## src/rtl/noc_output_vc_scheduler.sv

```systemverilog
// Per-output-port VC scheduler: round-robin packet arbitration with wormhole locking
// and per-VC downstream credit counters.
module noc_output_vc_scheduler #(
  parameter int CHANNELS     = 2,
  parameter int CREDIT_DEPTH = 4,
  parameter int CNT_W        = $clog2(CREDIT_DEPTH + 1),
  parameter int SEL_W        = (CHANNELS > 1) ? $clog2(CHANNELS) : 1
) (
  input  logic                      noc_clk,
  input  logic                      noc_rst,
  input  logic [CHANNELS-1:0]       flit_valid_i,
  input  logic [CHANNELS-1:0]       flit_sop_i,
  input  logic [CHANNELS-1:0]       flit_eop_i,
  input  logic [CHANNELS-1:0]       credit_return_i,
  output logic [CHANNELS-1:0]       flit_pop_o,
  output logic                      send_o,
  output logic [SEL_W-1:0]          sel_vc_o,
  output logic [CHANNELS*CNT_W-1:0] credit_o,
  output logic                      lock_o,
  output logic [SEL_W-1:0]          owner_o,
  output logic                      err_o
);

  typedef enum logic {StIdle, StLocked} state_t;

  localparam logic [CNT_W-1:0] FullCredit = CNT_W'(CREDIT_DEPTH);

  state_t              r_state, w_state_d;
  logic [SEL_W-1:0]    r_owner, w_owner_d;
  logic [SEL_W-1:0]    r_rr, w_rr_d;
  logic [SEL_W-1:0]    w_win, w_sel;
  logic [CNT_W-1:0]    r_credit   [CHANNELS];
  logic [CNT_W-1:0]    w_credit_d [CHANNELS];
  logic [CHANNELS-1:0] w_elig, w_pop;
  logic                w_found, w_proto_err, w_ovf_err, r_err;

  // Eligibility uses registered credit only; a same-cycle return never bypasses.
  always_comb begin
    w_elig = '0;
    for (int i = 0; i < CHANNELS; i++) begin
      w_elig[i] = flit_valid_i[i] & (r_credit[i] != '0);
    end
  end

  // First eligible start-of-packet VC scanning upward from rr with wrap-around.
  always_comb begin
    w_found = 1'b0;
    w_win   = '0;
    for (int k = 0; k < CHANNELS; k++) begin
      if (!w_found && w_elig[(int'(r_rr) + k) % CHANNELS]
          && flit_sop_i[(int'(r_rr) + k) % CHANNELS]) begin
        w_found = 1'b1;
        w_win   = SEL_W'((int'(r_rr) + k) % CHANNELS);
      end
    end
  end

  assign w_proto_err = (r_state == StIdle) && (|(w_elig & ~flit_sop_i));

  always_comb begin
    w_state_d = r_state;
    w_owner_d = r_owner;
    w_rr_d    = r_rr;
    w_pop     = '0;
    unique case (r_state)
      StIdle: begin
        if (w_found) begin
          w_pop[w_win] = 1'b1;
          w_rr_d       = (int'(w_win) == CHANNELS - 1) ? '0 : w_win + SEL_W'(1);
          if (!flit_eop_i[w_win]) begin
            w_state_d = StLocked;
            w_owner_d = w_win;
          end
        end
      end
      StLocked: begin
        if (w_elig[r_owner]) begin
          w_pop[r_owner] = 1'b1;
          if (flit_eop_i[r_owner]) begin
            w_state_d = StIdle;
          end
        end
      end
      default: w_state_d = StIdle;
    endcase
    if (noc_rst) begin
      w_pop = '0;
    end
  end

  always_comb begin
    w_ovf_err = 1'b0;
    for (int i = 0; i < CHANNELS; i++) begin
      w_credit_d[i] = r_credit[i];
      if (w_pop[i] && !credit_return_i[i]) begin
        w_credit_d[i] = r_credit[i] - CNT_W'(1);
      end else if (!w_pop[i] && credit_return_i[i]) begin
        // A return into a full counter saturates and flags the downstream as misbehaving.
        if (r_credit[i] == FullCredit) begin
          w_ovf_err = 1'b1;
        end else begin
          w_credit_d[i] = r_credit[i] + CNT_W'(1);
        end
      end
    end
  end

  always_comb begin
    w_sel = '0;
    for (int i = 0; i < CHANNELS; i++) begin
      if (w_pop[i]) begin
        w_sel = SEL_W'(i);
      end
    end
  end

  always_comb begin
    credit_o = '0;
    for (int i = 0; i < CHANNELS; i++) begin
      credit_o[i*CNT_W +: CNT_W] = r_credit[i];
    end
  end

  always_ff @(posedge noc_clk) begin
    if (noc_rst) begin
      r_state <= StIdle;
      r_owner <= '0;
      r_rr    <= '0;
      r_err   <= 1'b0;
      for (int i = 0; i < CHANNELS; i++) begin
        r_credit[i] <= FullCredit;
      end
    end else begin
      r_state <= w_state_d;
      r_owner <= w_owner_d;
      r_rr    <= w_rr_d;
      r_err   <= r_err | w_proto_err | w_ovf_err;
      for (int i = 0; i < CHANNELS; i++) begin
        r_credit[i] <= w_credit_d[i];
      end
    end
  end

  assign flit_pop_o = w_pop;
  assign send_o     = |w_pop;
  assign sel_vc_o   = w_sel;
  assign lock_o     = (r_state == StLocked);
  assign owner_o    = (r_state == StLocked) ? r_owner : '0;
  assign err_o      = r_err;

endmodule
```

## config.mk

```make
export PLATFORM = sky130hd
export DESIGN_NAME = noc_output_vc_scheduler
export DESIGN_NICKNAME = d
export VERILOG_FILES = /design/src/rtl/noc_output_vc_scheduler.sv
export SDC_FILE = /design/constraint.sdc
export NUM_CORES = 1
export LEC_CHECK = 0
export BUFFER_PORTS_ARGS = -buffer_cell sky130_fd_sc_hd__buf_2
export CAP_MARGIN = 10
export CORE_MARGIN = 5
export CORE_UTILIZATION = 51
export CTS_CLUSTER_DIAMETER = 120
export CTS_CLUSTER_SIZE = 28
export DETAILED_ROUTE_END_ITERATION = 8
export PLACE_DENSITY = 0.78
export SYNTH_ARGS = -nofsm -noshare
export SYNTH_HDL_FRONTEND = slang
export SYNTH_SLANG_ARGS = --single-unit
```

## constraint.sdc

```tcl
create_clock -name noc_clk -period 4.4 [get_ports noc_clk]
set_input_delay 0.88 -clock noc_clk [delete_from_list [all_inputs] [get_ports noc_clk]]
set_output_delay 0.88 -clock noc_clk [all_outputs]
set_load 0.02 [all_outputs]
```

==> Word level (Yosys, flattened, before mapping) <==
Memory sizes are Yosys's and may differ from the RTL's.
Cells that the tools add are included.
{ "classes": {"add_sub_neg": 6, "mul": 0, "n_div": 0, "magnitude_cmp": 6, "n_eq_ne": 2, "n_shift": 0, "muxes": 53, "n_bitwise": 11, "n_reduce_logical": 21} }
{ "ops": {"columns": ["op", "n"], "rows": [
  ["two-way mux 1 bit", 38],
  ["two-way mux 3 bit", 8],
  ["logical AND 1 bit", 10],
  ["adder 3 x 1 -> 3 bit (second input constant)", 2],
  ["equality test 3 bit (second input constant)", 2],
  ["less-than comparator 1 x 2 -> 1 bit (second input constant)", 3],
  ["two-way mux 2 bit", 3],
  ["nonzero test 3 bit", 2],
  ["subtractor 3 x 1 -> 3 bit (second input constant)", 2],
  ["zero test 1 bit", 5],
  ["bitwise OR 1 bit", 4],
  ["one-hot mux 2 bit (2 select lines)", 1],
  ["OR reduction 2 bit", 2],
  ["less-than comparator 2 x 3 -> 1 bit (second input constant)", 1],
  ["AND reduction 3 bit", 1],
  ["adder 1 bit (second input constant)", 2],
  ["bitwise AND 1 bit", 2],
  ["bitwise AND 2 bit", 1],
  ["demux 1 bit (select 1 bit)", 2],
  [">= comparator 1 bit (second input constant)", 2],
  ["NOT 1 bit", 2],
  ["NOT 2 bit", 1],
  ["one-hot mux 1 bit (2 select lines)", 1],
  ["AND reduction 2 bit", 1],
  ["bitwise AND 1 bit (first input constant)", 1]
]} }
{ "word_totals": {"ff_bits": 4, "latchBits": 0, "ramBits": 6, "romBits": 0, "out_inout_bits": 13, "elab_cells": 104, "n_memories": 1} }
{ "mem_list": {"columns": ["name", "words", "word_bits", "rd", "rd_clocked_by_memory_dff", "write_ports", "line_no", "text"], "rows": [
  ["r_credit", 2, 3, 2, 0, 2, "32", "logic [CNT_W-1:0] r_credit [CHANNELS];"]
]} }

==> Logic depth before layout (Yosys ltp) <==
{ "depth": {"word_depth": 25, "depth_mapped": 10, "mapped_depth_nobuf": 10} }

==> Worst setup path before layout <==
No wires, ideal clock.
{ "synth_path": {"path_kind": "input port to flip-flop", "start": "input port flit_sop_i[0]", "end": "memory r_credit[0][2] in the netlist's numbering", "arrival_ps": 2698, "required_ps": 4254, "path_slack_ps": 1556, "stages": 10, "n_path_buf": 0, "path_cell_list": "nor2b_1 o21ai_0 a211o_1 inv_1 ha_1 inv_1 fa_1 xor2_1 o31ai_1 o311ai_0"} }
{ "synth_lines": {"columns": ["element", "line_no", "text"], "rows": [
  ["from (decl)", "12", "input logic [CHANNELS-1:0] flit_sop_i,"],
  ["to (decl)", "32", null]
]} }

==> Final worst setup path <==
{ "layout_path": {"start": "input port flit_sop_i[0]", "end": "output port sel_vc_o"} }
{ "layout_via": {"elab_chain_cells": 16} }
{ "layout_rtl": {"columns": ["element", "line_no", "text"], "rows": [
  ["two-way mux 1 bit (implied by the code) (2 in a row)", "51", "&& flit_sop_i[(int'(r_rr) + k) % CHANNELS]) begin"],
  ["logical AND 1 bit", "51", null],
  ["two-way mux 1 bit", "50", "if (!w_found && w_elig[(int'(r_rr) + k) % CHANNELS]"],
  ["zero test 1 bit", "50", null],
  ["logical AND 1 bit", "50", null],
  ["logical AND 1 bit", "51", null],
  ["two-way mux 1 bit", "50", null],
  ["less-than comparator 1 x 2 -> 1 bit (implied by the code) / >= comparator 1 bit (equally long branches)", "68", "w_pop[w_win] = 1'b1;"],
  ["logical AND 1 bit (implied by the code)", "68", null],
  ["two-way mux 1 bit (implied by the code)", "68", null],
  ["demux 1 bit (select 1 bit)", "68", null],
  ["two-way mux 2 bit (*)", "67", "if (w_found) begin"],
  ["one-hot mux 2 bit (2 select lines) (*)", "65", "unique case (r_state)"],
  ["two-way mux 2 bit (*)", "86", "if (noc_rst) begin"],
  ["two-way mux 1 bit (*)", "111", "if (w_pop[i]) begin"],
  ["to (decl)", "17", "output logic [SEL_W-1:0] sel_vc_o,"]
]} }
Mark *: on every way between the ends. The rest lies on a longest branch, timed or not. The select of a mux whose other input is x is not followed.

==> reports/qor_table.md <==
| Result | Reported |
|---|---|
| Outcome | finished, final reports clean |
| GRT Total Usage | 0.179 |
| Most frequent CP cell | buf_2 |
| H-Tree Depth | 1 |
| Period minus WS final | 2.74 ns |
| Remaining number of nets flagged by the antenna check after routing | 0 |
| Setup crit end kind | output pin |
| Slowest-stage cell, CP | o211ai_1 |
| Mean Syn Cell Area | 8.29 um2 |
| Final critical-path share of the clock period | 0.622 |
| Vias per cell | 5.55 |
| Number of DRC violations after detailed-routing iteration 0 | 11 |
| Power per standard cell area | 255 mW/mm2 |
| Initial core utilization | 0.536 |
| Post-synthesis cell type count | 30 |
| Maximum buffer depth of the clock tree | 2 |
| Arrival time of the worst setup path | 1.86 ns |
| Total wirelength of the detailed-routed design | 1700 um |
| Leading area contributor after synthesis | dfxtp_1 |
| Least-Margin Pin Slew | 0.781 ns |
| Total power of the final layout | 211 uW |
| Antenna Diode Count | 0 |
| Setup tns final | 0 ns |
| Worst relative slew slack | 0.472 |
| Detailed-router iteration count before antenna repair | 4 |
| Grt ovf | 0 |
| Post-synthesis to final-layout area growth | 20.4% |
| Placeable core region | 0.00128 mm2 |
| Remaining DRCs | 0 |
| Static Leakage | 0.378 nW |
| Dpl hpwl | 1350 um |
| Post-layout net count | 124 |
| Postcts setup bufs | 0 |
| Top cells by area in the synthesized netlist | dfxtp_1 29%, ha_1 7.3%, inv_1 6.5%, fa_1 5.8%, o311ai_0 5.1% |
| Crit. path cell count | 6 |
| Class of the most critical hold timing path | reg2reg |
| Number of top-level pins | 23 |
| CTS tree | yes |
| First-pass GRT wire length | 2690 um |
| Post-Syn Instances | 83 |
| Area used by multi-input combinational logic | 432 um2 |
| Count of yosys warnings during synthesis | 0 |
| Utilization after layout | 0.645 |
| Maximum fanout along the worst path | 3 |
| Cell depth of the worst hold path | 2 |
| Type of the setup path with the least slack | in2out |
| Worst path buffer plus inverter count | 3 |
| Number of setup violations in the final report | 0 |
| Synth Register Bits | 10 |
| Ratio of cells with drive above 1 in the final layout | 0.255 |
| Sequential cell area fraction in the yosys report | 0.291 |
| CTS-repair resized insts | 0 |
| Max_cap viols | 0 |
| Highest clock frequency the design can meet | 365 MHz |
| Fill cells | 107 |
| Vias in the first global route | 660 |
| FF-to-FF path depth | 10 |
| Syn Std Cell Area | 688 um2 |
| Placed cell area | 806 um2 |
| Synth Net Count | 99 |
| Number of input and output port buffers inserted | 22 |
| Clock latency on the worst-skew pair | 0.27 ns |
| Max Transition Viols Final | 0 |
| Num CTS Buffers | 3 |
| Kind of start point of the critical path | input port |
| Leading cell type in the layout, fill and taps excluded | buf_2 |
| Number of vias in the routed layout | 672 |
| Max IR drop VDD | 172 uV |
| Number of enable-type register cells in the synthesized netlist | 0 |
| Clock input transition at the sequential cells of the worst setup and hold paths | 0.07 ns |
| Fraction of registers with async set or reset after synthesis | 0 |
| CP Data Required Time | 3.52 ns |
| Antenna violations before repair | 0 |
| Largest stage delay on the critical path | 0.27 ns |
| Standard-cell row count | 13 |
| Floorplan die area | 0.00218 mm2 |
| Die span in x | 46.7 um |
| Pin count of the biggest net entering global routing | 12 |
| Per-cell routed wire length | 14.0 um |
| Clock sink count | 10 |
| Hold_buf cts | 0 |
| Worst slack on hold paths | 0.538 ns |
| Most frequent cells in the layout | 22 x buf_2, 12 x inv_1, 10 x dfxtp_1, 9 x nor2_1, 6 x a21oi_1 |
| RePlAce Congestion | 0.874 |
| Die height | 46.7 um |
| Fin. Hold Viols | 0 |
| RSZ-0062 raised after global routing | false |
| Post-synth top flop | dfxtp_1 |
| Final setup skew | 0.00264 ns |
| Design area | 828 um2 |
| Family with the most delay on the worst path | buffers and inverters |
| Root buffer selected by CTS | clkbuf_4 |
| Top cell type's share of synthesized area | 0.291 |
| Storage cell area | 200 um2 |
| Series of cell instances along the critical path | buf_2, nor2b_1, nand2_1, o211ai_1, inv_1, buf_2 |
worst reg2reg max path: stages, from the launching register on:
cell and delay [ns]:
dfxtp_1 0.36, o31ai_4 0.38, o21ai_0 0.16, a211o_1 0.31, inv_1 0.09, ha_1 0.21, inv_1 0.07, fa_1 0.38
xor2_1 0.17, o31ai_1 0.19, o311ai_0 0.15
metal layers:
metal	wire length, um	track usage
met1	707	0.212
met2	825	0.283
met3	117	0.0345
met4	47	0.138
met5	0	0
area by class of cell:
| type | instances | area share |
|---|---|---|
| inverter | 12 | 0.0544 |
| sequential | 10 | 0.242 |
| clock buffer | 3 | 0.0272 |
| multi-input combinational | 59 | 0.521 |
| timing repair buffer | 22 | 0.133 |
| tap | 15 | 0.0227 |
power by group:
group          internal, mW  switching [mW]  leakage [nW]
combinational        0.0184          0.0294         0.283
clock                0.0317          0.0324        0.0138
sequential           0.0943         0.00486        0.0815
registers in the layout (all words and copies together) (netlist names):
register  cells
r_owner       1
err_o         1
r_rr          1
r_credit      6
lock_o        1
path summary, 6_finish.rpt:
kind	startpoint	end	slack, ns
worst max-delay path	flit_sop_i[0]	sel_vc_o	1.66
worst min-delay path	err_o	err_o	0.54
worst max register to register	r_credit[0][4]	r_credit[0][2]	1.81
worst min register to register	err_o	err_o	0.54
cell usage after synthesis, types with 2 or more instances:
cell	n
nand2b_1	4
ha_1	4
fa_1	2
inv_1	12
nor4b_1	2
a21oi_1	6
nor2_1	9
nor3_1	4
nand2_1	5
xor2_1	2
o311ai_0	4
o31ai_1	2
dfxtp_1	10
cells by family after synthesis:
family	count (synthesis)	share of synthesized area
xor+xnor	2	0.0255
compound gates	21	0.242
buf+inv	14	0.0818
simple gates	30	0.229
flops	10	0.291
fa+ha+maj	6	0.131
per-stage QoR:
stage	instances	setup WS [ns]
2_1_floorplan	83	1.56
3_3_place_gp	118	1.49
3_5_place_dp	118	1.43
4_1_cts	121	1.68
5_1_grt	121	1.52
6_report	121	1.66
Note: power is estimated with default switching activity, not from simulation.
